File: src/rtl/rtc_pkg.sv
// Shared definitions for the RTC register sequencer: state encoding,
// default command address, default register walk and register index names.
package rtc_pkg;

   typedef enum logic [2:0] {
      ST_IDLE = 3'd0,
      ST_CMD  = 3'd1,
      ST_XFER = 3'd2,
      ST_DONE = 3'd3,
      ST_ERR  = 3'd4
   } state_t;

   localparam logic [7:0] CMD_ADDR_DEF = 8'hF0;

   // Entry i sits at bits [i*8 +: 8]; index 0 is the first register walked.
   localparam logic [71:0] ADDR_TABLE_DEF =
      {8'h43, 8'h42, 8'h41, 8'h26, 8'h25, 8'h24, 8'h23, 8'h22, 8'h21};

   localparam int IDX_SEG     = 0;
   localparam int IDX_MIN     = 1;
   localparam int IDX_HOR     = 2;
   localparam int IDX_DIA     = 3;
   localparam int IDX_MES     = 4;
   localparam int IDX_ANO     = 5;
   localparam int IDX_TMR_SEG = 6;
   localparam int IDX_TMR_MIN = 7;
   localparam int IDX_TMR_HOR = 8;

endpackage

File: src/rtl/rtc_wait_timer.sv
// Per-transaction wait counter. It counts enabled cycles since the last clear
// and flags the cycle in which the wait reaches LIMIT cycles.
module rtc_wait_timer #(
   parameter int unsigned LIMIT = 1023
) (
   input  logic clk,
   input  logic reset,
   input  logic clr,
   input  logic en,
   output logic expired
);

   localparam int CW = (LIMIT < 2) ? 1 : $clog2(LIMIT + 1);

   logic [CW-1:0] count;

   always_ff @(posedge clk or posedge reset) begin
      if (reset) begin
         count <= '0;
      end else if (clr) begin
         count <= '0;
      end else if (en && !expired) begin
         count <= count + 1'b1;
      end
   end

   // The current cycle is the LIMIT-th one spent waiting.
   assign expired = en && ((32'(count) + 32'd1) >= LIMIT);

endmodule

File: src/rtl/rtc_seq_ctrl.sv
// RTC register sequencer: one command transaction, then a walk over an address
// table reading or writing each register, with timeout, abort and auto-repeat.
module rtc_seq_ctrl
   import rtc_pkg::*;
#(
   parameter int                         N_REGS     = 9,
   parameter int                         ADDR_W     = 8,
   parameter int                         DATA_W     = 8,
   parameter logic [ADDR_W-1:0]          CMD_ADDR   = CMD_ADDR_DEF,
   parameter logic [N_REGS*ADDR_W-1:0]   ADDR_TABLE = ADDR_TABLE_DEF,
   parameter int unsigned                TIMEOUT    = 1023
) (
   input  logic              clk,
   input  logic              reset,
   input  logic              start,
   input  logic              mode,
   input  logic              repeat_en,
   input  logic              abort,
   input  logic              fin,
   input  logic [DATA_W-1:0] bus_din,
   input  logic [DATA_W-1:0] wr_data,
   output logic              bus_req,
   output logic              bus_cmd,
   output logic              bus_we,
   output logic [ADDR_W-1:0] bus_addr,
   output logic [DATA_W-1:0] bus_dout,
   output logic [3:0]        reg_idx,
   output logic              rd_valid,
   output logic [DATA_W-1:0] rd_data,
   output logic [3:0]        rd_idx,
   output logic              busy,
   output logic              done,
   output logic              err,
   output logic [2:0]        dbg_state
);

   localparam logic [3:0] LAST_IDX = 4'(N_REGS - 1);

   // Bus handshake: bus_req stays high for the whole CMD/XFER phase; the
   // engine completes the addressed transaction by pulsing fin for one cycle,
   // and the sequencer presents the next address in the following cycle.
   state_t            state, state_n;
   logic              mode_q;
   logic              in_bus;
   logic              last;
   logic              accept_fin;
   logic              expired;
   logic [ADDR_W-1:0] table_addr;

   assign in_bus     = (state == ST_CMD) || (state == ST_XFER);
   assign last       = (reg_idx == LAST_IDX);
   assign accept_fin = in_bus && fin && !abort;

   rtc_wait_timer #(
      .LIMIT (TIMEOUT)
   ) u_wait_timer (
      .clk     (clk),
      .reset   (reset),
      .clr     (!in_bus || fin),
      .en      (in_bus),
      .expired (expired)
   );

   always_comb begin
      table_addr = '0;
      for (int i = 0; i < N_REGS; i++) begin
         if (reg_idx == 4'(i)) table_addr = ADDR_TABLE[i*ADDR_W +: ADDR_W];
      end
   end

   always_ff @(posedge clk or posedge reset) begin
      if (reset) state <= ST_IDLE;
      else       state <= state_n;
   end

   // abort outranks fin, which outranks the timeout.
   always_comb begin
      state_n  = state;
      bus_req  = 1'b0;
      bus_cmd  = 1'b0;
      bus_we   = 1'b0;
      bus_addr = '0;
      bus_dout = '0;
      case (state)
         ST_IDLE: begin
            if (start) state_n = ST_CMD;
         end
         ST_CMD: begin
            bus_req  = 1'b1;
            bus_cmd  = 1'b1;
            bus_we   = 1'b1;
            bus_addr = CMD_ADDR;
            if (abort)        state_n = ST_IDLE;
            else if (fin)     state_n = ST_XFER;
            else if (expired) state_n = ST_ERR;
         end
         ST_XFER: begin
            bus_req  = 1'b1;
            bus_we   = mode_q;
            bus_addr = table_addr;
            bus_dout = mode_q ? wr_data : '0;
            if (abort)        state_n = ST_IDLE;
            else if (fin)     state_n = last ? ST_DONE : ST_XFER;
            else if (expired) state_n = ST_ERR;
         end
         ST_DONE: begin
            state_n = (repeat_en && !abort) ? ST_CMD : ST_IDLE;
         end
         ST_ERR: begin
            state_n = ST_IDLE;
         end
         default: begin
            state_n = ST_IDLE;
         end
      endcase
   end

   always_ff @(posedge clk or posedge reset) begin
      if (reset) begin
         reg_idx  <= '0;
         mode_q   <= 1'b0;
         err      <= 1'b0;
         rd_valid <= 1'b0;
         rd_data  <= '0;
         rd_idx   <= '0;
      end else begin
         rd_valid <= 1'b0;
         if (state == ST_IDLE && start) begin
            mode_q  <= mode;
            err     <= 1'b0;
            reg_idx <= '0;
         end
         if (state_n == ST_ERR) err <= 1'b1;
         if (state == ST_XFER && accept_fin) begin
            if (!mode_q) begin
               rd_valid <= 1'b1;
               rd_data  <= bus_din;
               rd_idx   <= reg_idx;
            end
            if (!last) reg_idx <= reg_idx + 4'd1;
         end
         if (state == ST_DONE && repeat_en && !abort) reg_idx <= '0;
      end
   end

   assign busy      = (state != ST_IDLE);
   assign done      = (state == ST_DONE);
   assign dbg_state = state;

endmodule

File: config.mk
export PLATFORM = sky130hd
export DESIGN_NAME = rtc_seq_ctrl
export DESIGN_NICKNAME = d
export VERILOG_FILES = /design/src/rtl/rtc_pkg.sv /design/src/rtl/rtc_wait_timer.sv /design/src/rtl/rtc_seq_ctrl.sv
export SDC_FILE = /design/constraint.sdc
export NUM_CORES = 1
export LEC_CHECK = 0
export CORE_ASPECT_RATIO = 1.1
export CORE_UTILIZATION = 41
export CTS_CLUSTER_DIAMETER = 150
export CTS_CLUSTER_SIZE = 20
export DETAILED_ROUTE_END_ITERATION = 7
export PLACE_DENSITY_LB_ADDON = 0.1
export SYNTH_ARGS = -nofsm -noshare
export SYNTH_HDL_FRONTEND = slang
export SYNTH_SLANG_ARGS = --single-unit
File: constraint.sdc
create_clock -name clk -period 1.5 [get_ports clk]
set_input_delay 0.15 -clock clk [delete_from_list [all_inputs] [get_ports clk]]
set_output_delay 0.15 -clock clk [all_outputs]
set_load 0.1 [all_outputs]
Word level (Yosys, flattened, before mapping)

Cells that the tools add are included.

$lt $le $gt $ge: 1
Reductions and logical operators: 21
Bitwise logic cells: 1
$add $sub $neg: 3
Equality and inequality tests: 12
Multiplexer cells: 34

Operator list:

| operator                                                                 | number |
|---|---|
| 8-bit 2-to-1 mux                                                         | 10 |
| 32-bit by 10-bit >= comparator with 1-bit output (second input constant) | 1 |
| 10-bit 2-to-1 mux                                                        | 2 |
| 3-bit 2-to-1 mux                                                         | 6 |
| 4-bit by 3-bit == test with 1-bit output (second input constant)         | 4 |
| 4-bit 2-to-1 mux                                                         | 4 |
| 8-bit case mux with 2 select lines                                       | 1 |
| 3-bit case mux with 4 select lines                                       | 1 |
| 10-bit by 1-bit adder with 11-bit output (second input constant)         | 1 |
| 10-bit by 1-bit adder with 10-bit output (second input constant)         | 1 |
| 1-bit logical AND                                                        | 9 |
| 4-bit by 2-bit == test with 1-bit output (second input constant)         | 2 |
| 1-bit 2-to-1 mux                                                         | 8 |
| 3-bit by 2-bit == test with 1-bit output (second input constant)         | 2 |
| 6-bit 2-to-1 mux                                                         | 1 |
| 4-bit by 1-bit adder with 4-bit output (second input constant)           | 1 |
| 4-bit by 1-bit == test with 1-bit output (second input constant)         | 1 |
| 4-bit == test (second input constant)                                    | 1 |
| 4-bit logical NOT                                                        | 1 |
| 2-bit nonzero test                                                       | 2 |
| 3-bit by 1-bit == test with 1-bit output (second input constant)         | 1 |
| 3-bit == test (second input constant)                                    | 1 |
| 1-bit logical NOT                                                        | 3 |
| 3-bit logical NOT                                                        | 1 |
| 6 further kinds                                                          | 7 |

Input bits: 23
Word-level logic and storage cells: 80
Output and inout bits: 42
Register bits after elaboration: 32

Depth between registers and ports, before layout

Word-level depth: 11
Mapped depth: 6
Mapped depth without buffers: 6

Cells and area by module

Synthesis repeated with hierarchy kept, for this count alone.

Cells, all modules: 219
Area total of the unflattened synthesis: 2,078.2 um^2

By module, submodules not included:

| module         | sequential area each (um^2) | times used | area each (um^2) | cells each |
|---|---|---|---|---|
| rtc_seq_ctrl   | 550.5                       | 1          | 1,297.5          | 124 |
| rtc_wait_timer | 250.2                       | 1          | 780.7            | 95 |

Worst setup path after synthesis

No wires, ideal clock.

Path type: register to output
Start: register reg_idx[0]
End: output port bus_addr[5]
Required time: 1,350 ps
Path buffers: 0
Stages on the path, launching flop included: 6
Data arrival time: 3,975 ps
Path slack: -2,625 ps
Cell sequence: dfrtp_1 inv_1 ha_1 o21ai_0 o31ai_1 o31ai_1

Word-level cells in the longest chain between the ends: 11
Elaborated cells between the ends (all ways): 19
Classes of those cells: 8 x eq/ne; 10 x mux; 1 x reduce/logical

RTL lines:

| item                                 | RTL line            | text |
|---|---|---|
| from (decl)                          | rtc_seq_ctrl.sv:27  | `output logic [3:0] reg_idx,` |
| from (signal assigned)               | rtc_seq_ctrl.sv:140 | `if (!last) reg_idx <= reg_idx + 4'd1;` |
| 4-bit logical NOT                    | rtc_seq_ctrl.sv:67  | `if (reg_idx == 4'(i)) table_addr = ADDR_TABLE[i*ADDR_W +: ADDR_W];` |
| 6-bit 2-to-1 mux                     | rtc_seq_ctrl.sv:67  |  |
| 8-bit 2-to-1 mux (7 in a row)        | rtc_seq_ctrl.sv:67  |  |
| 8-bit 2-to-1 mux *                   | rtc_seq_ctrl.sv:67  |  |
| 8-bit case mux with 2 select lines * | rtc_seq_ctrl.sv:84  | `case (state)` |
| to (decl)                            | rtc_seq_ctrl.sv:25  | `output logic [ADDR_W-1:0] bus_addr,` |

Mark *: on every way between the ends. The rest lies on a longest branch, timed or not.

Worst setup path after layout

Start: register reg_idx[0]
End: output port bus_addr[6]

Word-level cells in the longest chain between the ends: 9
Elaborated cells between the ends (all ways): 15
Classes of those cells: 7 x eq/ne; 8 x mux

RTL lines:

| item                                     | RTL line |
|---|---|
| 4-bit by 2-bit == test with 1-bit output | rtc_seq_ctrl.sv:67 |
| 8-bit 2-to-1 mux (6 in a row)            | rtc_seq_ctrl.sv:67 |
| 8-bit 2-to-1 mux *                       | rtc_seq_ctrl.sv:67 |
| 8-bit case mux with 2 select lines *     | rtc_seq_ctrl.sv:84 |

Marks and branches as above.

==> run_results.csv <==
group,metric,value,unit
outcome,run_status,"complete, but fails checks",
outcome,failed_checks,"setup timing",
floorplanning,die_area,5070,µm²
global_route,first_global_vias,2065,
setup_path,critical_path_capture_point_type,"primary output",
routing,num_vias,1962,
logic_synthesis,syn_area,1960,µm²
global_route,grt_usage,0.274,
placed_design,gp_congestion,0.848,
placed_design,dp_hpwl,3900,µm
cts,clock_path_buffers,2,
sta,final-setup-viol-count,52,
power_and_ir_drop,total_leakage_power,1.78,nW
logic_synthesis,synth-compound-area-share,0.111,
run,drv.max_cap_violation_count,0,
floorplanning,floorplan.die.height,74.6,µm
worst_hold_path,hold_path.class,"in2async",
cts,clock_sinks,32,
layout,num_antenna_cells,0,
setup_path,cp.required,1350,ps
sta,grt_setup_unrepaired,"true",
layout,design.final.nets,339,
logic_synthesis,async_flop_share,1.00,
floorplanning,number_of_top_level_pins,65,
power_and_ir_drop,vdd_ir_drop_max,0.00149,V
logic_synthesis,synthXorXnorAreaFrac,0.0350,
routing,wl,6790,µm
layout,commonest_cells_after_routing_fill_and_taps_aside,"41 x sky130_fd_sc_hd__buf_12, 39 x sky130_fd_sc_hd__buf_4, 23 x sky130_fd_sc_hd__dfrtp_1",
routing,detailedRoute.firstIterationViolations,132,
logic_synthesis,synthFlopType,"sky130_fd_sc_hd__dfrtp_1",
cts,tritoncts,"done",
setup_path,critPathKind,"reg2out",
layout,layout_filler_cell_count,207,
logic_synthesis,synth_adder_area_share,0.0382,
routing,drt-vias-per-instance,5.36,
floorplanning,core_area,4620,µm²
logic_synthesis,synthesis.area_per_instance,10.3,µm²
cts,clock-root-buffer,"sky130_fd_sc_hd__clkbuf_8",
logic_synthesis,post_synth_and_or_nand_nor_area_fraction,0.236,
logic_synthesis,main_combinational_cell_family_by_area_after_synthesis,"simple AND/OR/NAND/NOR gates",
setup_path,cp.arrival,1880,ps
cts,cts_inserted_buffers,5,
sta,timing.final.ws_setup,-528,ps
routing,wire_per_inst,18.6,µm
logic_synthesis,synth.lib_cells_used.distinct,59,
sta,timing.final.crit_period,2030,ps
floorplanning,placementRows,26,
global_route,globalRoute.totalOverflow,0,
setup_path,timing.critical_path.fanout_max,5,
routing,drc_errors,0,
logic_synthesis,synth-edff-count,0,
layout,multi_input_area,1470,µm²
cts,clk_pin_slew,70,ps
logic_synthesis,synth.top_cells.by_area,"sky130_fd_sc_hd__dfrtp_1 41%, sky130_fd_sc_hd__mux2_4 6.9%, sky130_fd_sc_hd__ha_1 3.8%",
setup_path,timing.critical_path.from_type,"flop",
sta,slew_violations,0,
placed_design,place_inst,341,
global_route,antenna_found_initial,0,
sta,worst_clock_skew,6.27,ps
routing,final_antenna_net_count,0,
power_and_ir_drop,pwr_density_cell,1500,nW/µm²
layout,final_common_cell,"sky130_fd_sc_hd__buf_12",
layout,layout.core_utilization,0.879,
logic_synthesis,synth_top_area_cell,"sky130_fd_sc_hd__dfrtp_1",
cts,clock_latency,290,ps
floorplanning,floorplan.die.width,68.0,µm
cts,htreeDepth,2,
layout,register_area,830,µm²
logic_synthesis,synth_largest_type_area_fraction,0.408,
logic_synthesis,warnings_from_yosys,0,
logic_synthesis,ys_seq_elements,32,
layout,layout-drive-gt1-share,0.648,
global_route,grt_start_max_net_pins,33,
global_route,grt_pass1_wl,10000,µm
routing,drt_pass1_iterations,4,
floorplanning,start_util,0.425,
sta,hold_violations,0,
layout,syn_to_final_growth,107,%
layout,stdcell_count,366,
placed_design,io_buffer_count,63,
logic_synthesis,cells_after_synthesis,190,
sta,maxClockFrequency,493,MHz
logic_synthesis,ys_seq_area_frac,0.408,
logic_synthesis,syn-num-nets,219,
sta,layout_worst_path_cycle_share,1.35,
logic_synthesis,synth.mux.area_fraction,0.113,
==> cell type report <==
class                   count  area share
multi-input cells         138       0.363
repair buffers            122       0.384
well taps                  56      0.0173
inverters                  11      0.0117
clock buffers               5      0.0169
flip-flops and latches     32       0.204
clock inverters             2     0.00308
==> power breakdown <==
group	internal, mW	switching, mW
Combinational	1.75	2.47
Clock	0.314	0.330
Sequential	1.02	0.216
Total	3.09	3.02
==> layer usage <==
metal	track usage	wire length (µm)	vias up
met1	0.300	2580	975
met2	0.481	3700	63
met4	0.155	210	0
met3	0.0583	302	17
met5	0	0	-
li1	-	-	907
==> per-stage QoR <==
stage	instance area, µm²	worst slack (ps)	setup TNS (ps)	hold WS [ps]	total power, mW
2_1_floorplan	2320	-657	-11520	266	3.75
3_3_place_gp	3610	-247	-5250	501	5.05
3_5_place_dp	3610	-281	-6200	530	5.09
4_1_cts	3970	-464	-8420	254	5.97
5_1_grt	4060	-594	-11990	316	6.28
6_report	4060	-528	-9960	245	6.11
==> path summary, 6_finish.rpt <==
check | depth (start not counted) | slack (ps) | from | end
min in group clk | 2 | 470 | bus_din[2] | rd_data[2]
max | 7 | -530 | reg_idx[0] | bus_addr[6]
max reg2reg | 7 | -190 | reg_idx[1] | reg_idx[0]
max in group asynchronous | 3 | 920 | reset | dbg_state[1]
min reg2reg | 2 | 550 | err | err
min | 3 | 240 | reset | rd_data[0]
==> critical path, cell delays in order, from the launching register on <==
cell and delay [ps]:
sky130_fd_sc_hd__dfrtp_4 530, sky130_fd_sc_hd__inv_4 100, sky130_fd_sc_hd__ha_4 170, sky130_fd_sc_hd__o21ai_2 90
sky130_fd_sc_hd__buf_4 140, sky130_fd_sc_hd__o21a_1 190, sky130_fd_sc_hd__o21ai_4 170, sky130_fd_sc_hd__buf_12 190
==> logic make-up after synthesis <==
logic type,after synthesis
AOI/OAI and AO/OA,30
xor gates and xnor gates,7
adders and majority gates,6
buffers and inverters,22
DFF,32
muxes,17
other,1
and+or+nand+nor,75
==> registers in the layout (all words and copies together) (netlist names) <==
name                cells
u_wait_timer.count     10
rd_idx                  4
err                     1
rd_valid                1
rd_data                 8
reg_idx                 4
dbg_state               3
mode_q                  1
==> synth_stat cells (2+ instances only) <==
| master | instances |
|---|---|
| sky130_fd_sc_hd__dfrtp_1 | 32 |
| sky130_fd_sc_hd__nand2_1 | 14 |
| sky130_fd_sc_hd__inv_1 | 11 |
| sky130_fd_sc_hd__nor2_1 | 11 |
| sky130_fd_sc_hd__nand3_1 | 10 |
| sky130_fd_sc_hd__mux2_4 | 9 |
| sky130_fd_sc_hd__and2_1 | 8 |
| sky130_fd_sc_hd__a21oi_1 | 7 |
| sky130_fd_sc_hd__ha_1 | 6 |
| sky130_fd_sc_hd__o21ai_0 | 5 |
| sky130_fd_sc_hd__xnor2_1 | 5 |
| sky130_fd_sc_hd__nor3_1 | 4 |
| sky130_fd_sc_hd__buf_2 | 3 |
| sky130_fd_sc_hd__buf_4 | 3 |
| sky130_fd_sc_hd__clkbuf_1 | 3 |
| sky130_fd_sc_hd__mux2_1 | 3 |
| sky130_fd_sc_hd__mux2i_1 | 3 |
| sky130_fd_sc_hd__nand2b_1 | 3 |
| sky130_fd_sc_hd__o21a_1 | 3 |
| sky130_fd_sc_hd__and3_1 | 2 |
| sky130_fd_sc_hd__buf_6 | 2 |
| sky130_fd_sc_hd__mux2_2 | 2 |
| sky130_fd_sc_hd__nand4b_1 | 2 |
| sky130_fd_sc_hd__o21ai_1 | 2 |
| sky130_fd_sc_hd__o31ai_1 | 2 |
| sky130_fd_sc_hd__or3_1 | 2 |
==> timing repair <==
item / CTS / global route
gates cloned: 2 / 0
pin swaps: 20 / 20
resized for setup: 41 / 16
buffers inserted: 12 / 7
hold buffers: 0 / 0
endpoints found under the setup margin: 48 / 51
Note: power is estimated with default switching activity, not from simulation.
==> RTL edit 1: new RTL, config.mk and constraints unchanged <==
Set the parameter `TIMEOUT` to 511 (it was 1023).
--- a/src/rtl/rtc_seq_ctrl.sv
+++ b/src/rtl/rtc_seq_ctrl.sv
@@ -8,7 +8,7 @@
    parameter int                         DATA_W     = 8,
    parameter logic [ADDR_W-1:0]          CMD_ADDR   = CMD_ADDR_DEF,
    parameter logic [N_REGS*ADDR_W-1:0]   ADDR_TABLE = ADDR_TABLE_DEF,
-   parameter int unsigned                TIMEOUT    = 1023
+   parameter int unsigned                TIMEOUT    = 511
 ) (
    input  logic              clk,
    input  logic              reset,
Formal check against the unedited RTL: no difference found for any inputs over 10 cycles, from zero or initial values and one cycle with reset high; that may be too few to reach the edited logic, so the function may still have changed.
==> RTL edit 1 against the original RTL <==
Synthesized cell count is 2.1% higher; synthesized area is 1.8% lower; the flow now stops in global routing (5_1_grt).
==> RTL edit 1: results (changes against the original RTL) <==
| Metric | Value |
|---|---|
| Post-DP HPWL | `4.19 mm (+7.3%)` |
| Tool error | `[ERROR DPL-0038] Utilization greater than 100%, impossible to legalize` |
| Status | `aborted with a tool error` |
| Largest net degree at the start of global routing | `32` |
| Die W | `67.4 um (-0.90%)` |
| I/O Buffers | `63 (unchanged)` |
| Clk buf depth | `2 (unchanged)` |
| Dpl cells | `355 (+4.1%)` |
| Post-Place Setup Slack | `-0.261 ns (+0.0194 ns)` |
| Synth cell types | `50 (-15%)` |
| Worst ep type | `output port` |
| RePlAce Congestion | `0.840 (-0.97%)` |
| CTS H-Tree Depth | `2 (unchanged)` |
| Most frequent cells after synthesis | `31 x dfrtp_1, 19 x nand2_1, 11 x nor2_1` |
| Sequential area share after synthesis | `0.402 (-0.00531)` |
| Worst EP post-GRT repair | `bus_addr[1]` |
| Syn. warnings | `0 (unchanged)` |
| Synth async-reset ratio | `1.00 (unchanged)` |
| Syn Inst Count | `194 (+2.1%)` |
| Seq cells post-synth | `31 (-3.1%)` |
| Clk root buf | `clkbuf_8` |
| Fail Step | `global routing (5_1_grt)` |
| Area contributors post-synth | `dfrtp_1 40%, mux2_2 4.1%, ha_1 3.9%, mux2_4 3.9%, nand2_1 3.7%` |
| Total CTS buffers | `5 (unchanged)` |
| Placed Instance Area | `0.00361 mm^2 (-0.14%)` |
| Syn nets | `223 (+1.8%)` |
## RTL edit 1: cell count changes after synthesis, moves of 4 or more
cell	before	now
nand3_1	10	5
nand2_1	14	19
xnor2_1	5	0
mux2_4	9	5
mux2_2	2	7
inv_1	11	6
## RTL edit 1: timing repair
action | 4_1_cts
hold buffers | 0
buffers inserted | 17
endpoints found under the setup margin | 45
cloned | 2
pin swaps | 33
resized for setup | 62
## RTL edit 1: cell families after synthesis
kind of cell / count (synthesis) / synth area share
simple gates: 81 / 0.238
compound gates: 35 / 0.137
flops: 31 / 0.402
buf+inv: 20 / 0.0590
mux: 16 / 0.101
fa+ha+maj: 6 / 0.0389
xor+xnor: 4 / 0.0221
other cells: 1 / 0.00194
==> RTL edit 2: new RTL, config.mk and constraints unchanged <==
Without the edit above. Add an input register stage for `wr_data`, without a reset; this delays it by one clock. The other inputs are not delayed to match.
--- a/src/rtl/rtc_seq_ctrl.sv
+++ b/src/rtl/rtc_seq_ctrl.sv
@@ -35,6 +35,12 @@
 );
 
    localparam logic [3:0] LAST_IDX = 4'(N_REGS - 1);
+
+   logic [DATA_W-1:0] wr_data_q;
+
+   always_ff @(posedge clk) begin
+      wr_data_q <= wr_data;
+   end
 
    // Bus handshake: bus_req stays high for the whole CMD/XFER phase; the
    // engine completes the addressed transaction by pulsing fin for one cycle,
@@ -98,7 +104,7 @@
             bus_req  = 1'b1;
             bus_we   = mode_q;
             bus_addr = table_addr;
-            bus_dout = mode_q ? wr_data : '0;
+            bus_dout = mode_q ? wr_data_q : '0;
             if (abort)        state_n = ST_IDLE;
             else if (fin)     state_n = last ? ST_DONE : ST_XFER;
             else if (expired) state_n = ST_ERR;
Function: changed (Yosys sat finds a counterexample within 4 cycles, from zero or initial values and one cycle with reset high).
==> RTL edit 2 against the original RTL <==
Sequential power grew 19%; worst setup slack lost 0.021 ns; wire length grew 24%; largest power group unchanged; synthesized area grew 3.5%; global-route usage grew 0.59 points; first-iteration DRC count shrank 41%; sequential cell count grew 8; the run still ends with negative setup slack left; highest routed layer unchanged; cell area grew 6.5%; total power grew 10%.
==> RTL edit 2: results (changes against the original RTL) <==
| Metric | Value |
|---|---|
| Post-DP HPWL | `4.50 mm (+15%)` |
| Syn nets | `223 (+1.8%)` |
| Overall power | `6730 uW (+10%)` |
| Drt initial violations | `78 (-41%)` |
| Post-synthesis mux area share | `0.0775 (-0.0352)` |
| Uppermost routed layer | `met4` |
| RePlAce Congestion | `0.818 (-3.6%)` |
| Routed length on met2 | `4.65 mm (+26%)` |
| Total GRT Usage | `0.280 (+0.00587)` |
| Non-Filler Instances | `382 (+4.4%)` |
| Share of cells above drive strength 1 | `0.653 (+0.00499)` |
| Antenna fix cells | `0 (unchanged)` |
| Nets | `354 (+4.4%)` |
| Per-cell routed wire length | `22.0 um (+18%)` |
| Hold_ws | `0.241 ns (-0.00405 ns)` |
| Post-synthesis adder-cell area fraction | `0.0369 (-0.00129)` |
| Switching share of power | `0.477 (-0.0170)` |
| Sum of negative setup slack | `-14.34 ns (-4.38 ns)` |
| Logic gate share of total power | `0.648 (-0.044)` |
| Sequential area share after synthesis | `0.473 (+0.0650)` |
| Synth async-reset ratio | `0.800 (-0.200)` |
| DR WL met3 | `357 um (+18%)` |
| Leakage | `0.00183 uW (+2.7%)` |
| Placed Instance Area | `0.00377 mm^2 (+4.2%)` |
| Post-synthesis compound-gate area fraction | `0.137 (+0.0258)` |
| Post-Place Setup Slack | `-0.333 ns (-0.0526 ns)` |
| Total number of vias | `2176 (+11%)` |
| Clock share of power | `0.133 (+0.028)` |
| Setup Skew | `0.00346 ns (-0.00281 ns)` |
| Failing checks | `negative setup slack` |
| Setup crit end | `bus_addr[0]` |
| Status | `finished, violations left` |
| Main synth FF type | `dfrtp_1` |
| Worst r2r dst | `err$_DFFE_PP0P_` |
| Largest vdd supply drop | `1350 uV (-9.1%)` |
| Syn Area/Cell | `10.5 um^2 (+1.4%)` |
| Clk root buf | `clkbuf_8` |
| Critical Path Source | `reg_idx[1]$_DFF_PP0_` |
| Worst R2R Path Depth | `9 (+2)` |
| Global-route wire length before repair | `11.2 mm (+12%)` |
| Area contributors post-synth | `dfrtp_1 39%, dfxtp_1 7.9%, mux2_2 7.8%, ha_1 3.7%, and2_1 2.8%` |
| R2R Setup Slk | `-0.51 ns (-0.32 ns)` |
| Synth Area in XOR/XNOR | `0.0215 (-0.0135)` |
| Endpoints failing setup | `50 (-3.8%)` |
| Most frequent cells after synthesis | `32 x dfrtp_1, 14 x mux2_2, 13 x nor2_1` |
| PnR worst setup slack | `-0.549 ns (-0.0209 ns)` |
| Worst reg2reg startpoint | `u_wait_timer.count[1]$_DFFE_PP0P_` |
| DR pass1 iterations | `4 (unchanged)` |
| Top flop regs | `u_wait_timer.count: 10 flops, rd_data: 8 flops, wr_data_q: 8 flops` |
| WL met1 | `3.03 mm (+17%)` |
| Synth cell types | `56 (-5.1%)` |
| CTS H-Tree Depth | `2 (unchanged)` |
| Total CTS buffers | `5 (unchanged)` |
| Clk slew on worst S/H paths | `0.08 ns` |
| Syn. warnings | `0 (unchanged)` |
## RTL edit 2: changes by cell type after synthesis, moves of 3 or more
cell / before / now
xnor2_1: 5 / 2
dfxtp_1: 0 / 8
inv_1: 11 / 7
nand2_1: 14 / 10
mux2_2: 2 / 14
mux2_1: 3 / 0
mux2i_1: 3 / 0
mux2_4: 9 / 0
nand3_1: 10 / 6
## RTL edit 2: layout make-up
cell class,count,area [um^2]
clock buffers,7,108
clock inverters,1,8.76
fillers,169,393
inverters,7,40.0
multi-input cells,134,1370
flip-flops and latches,40,990
well taps,56,70.1
repair buffers,137,1740
## RTL edit 2: timing repair
action,in CTS,in global routing
endpoints found under the hold margin,0,0
gates resized for setup,36,27
setup buffers,15,8
pin swaps,13,21
setup endpoints to repair,46,51
cloned,0,1
## RTL edit 2: metal layers
metal / GRT usage / up-vias
met2: 0.535 / 98
li1: - / 950
met4: 0.104 / 0
met5: 0 / -
met3: 0.0661 / 31
met1: 0.307 / 1097
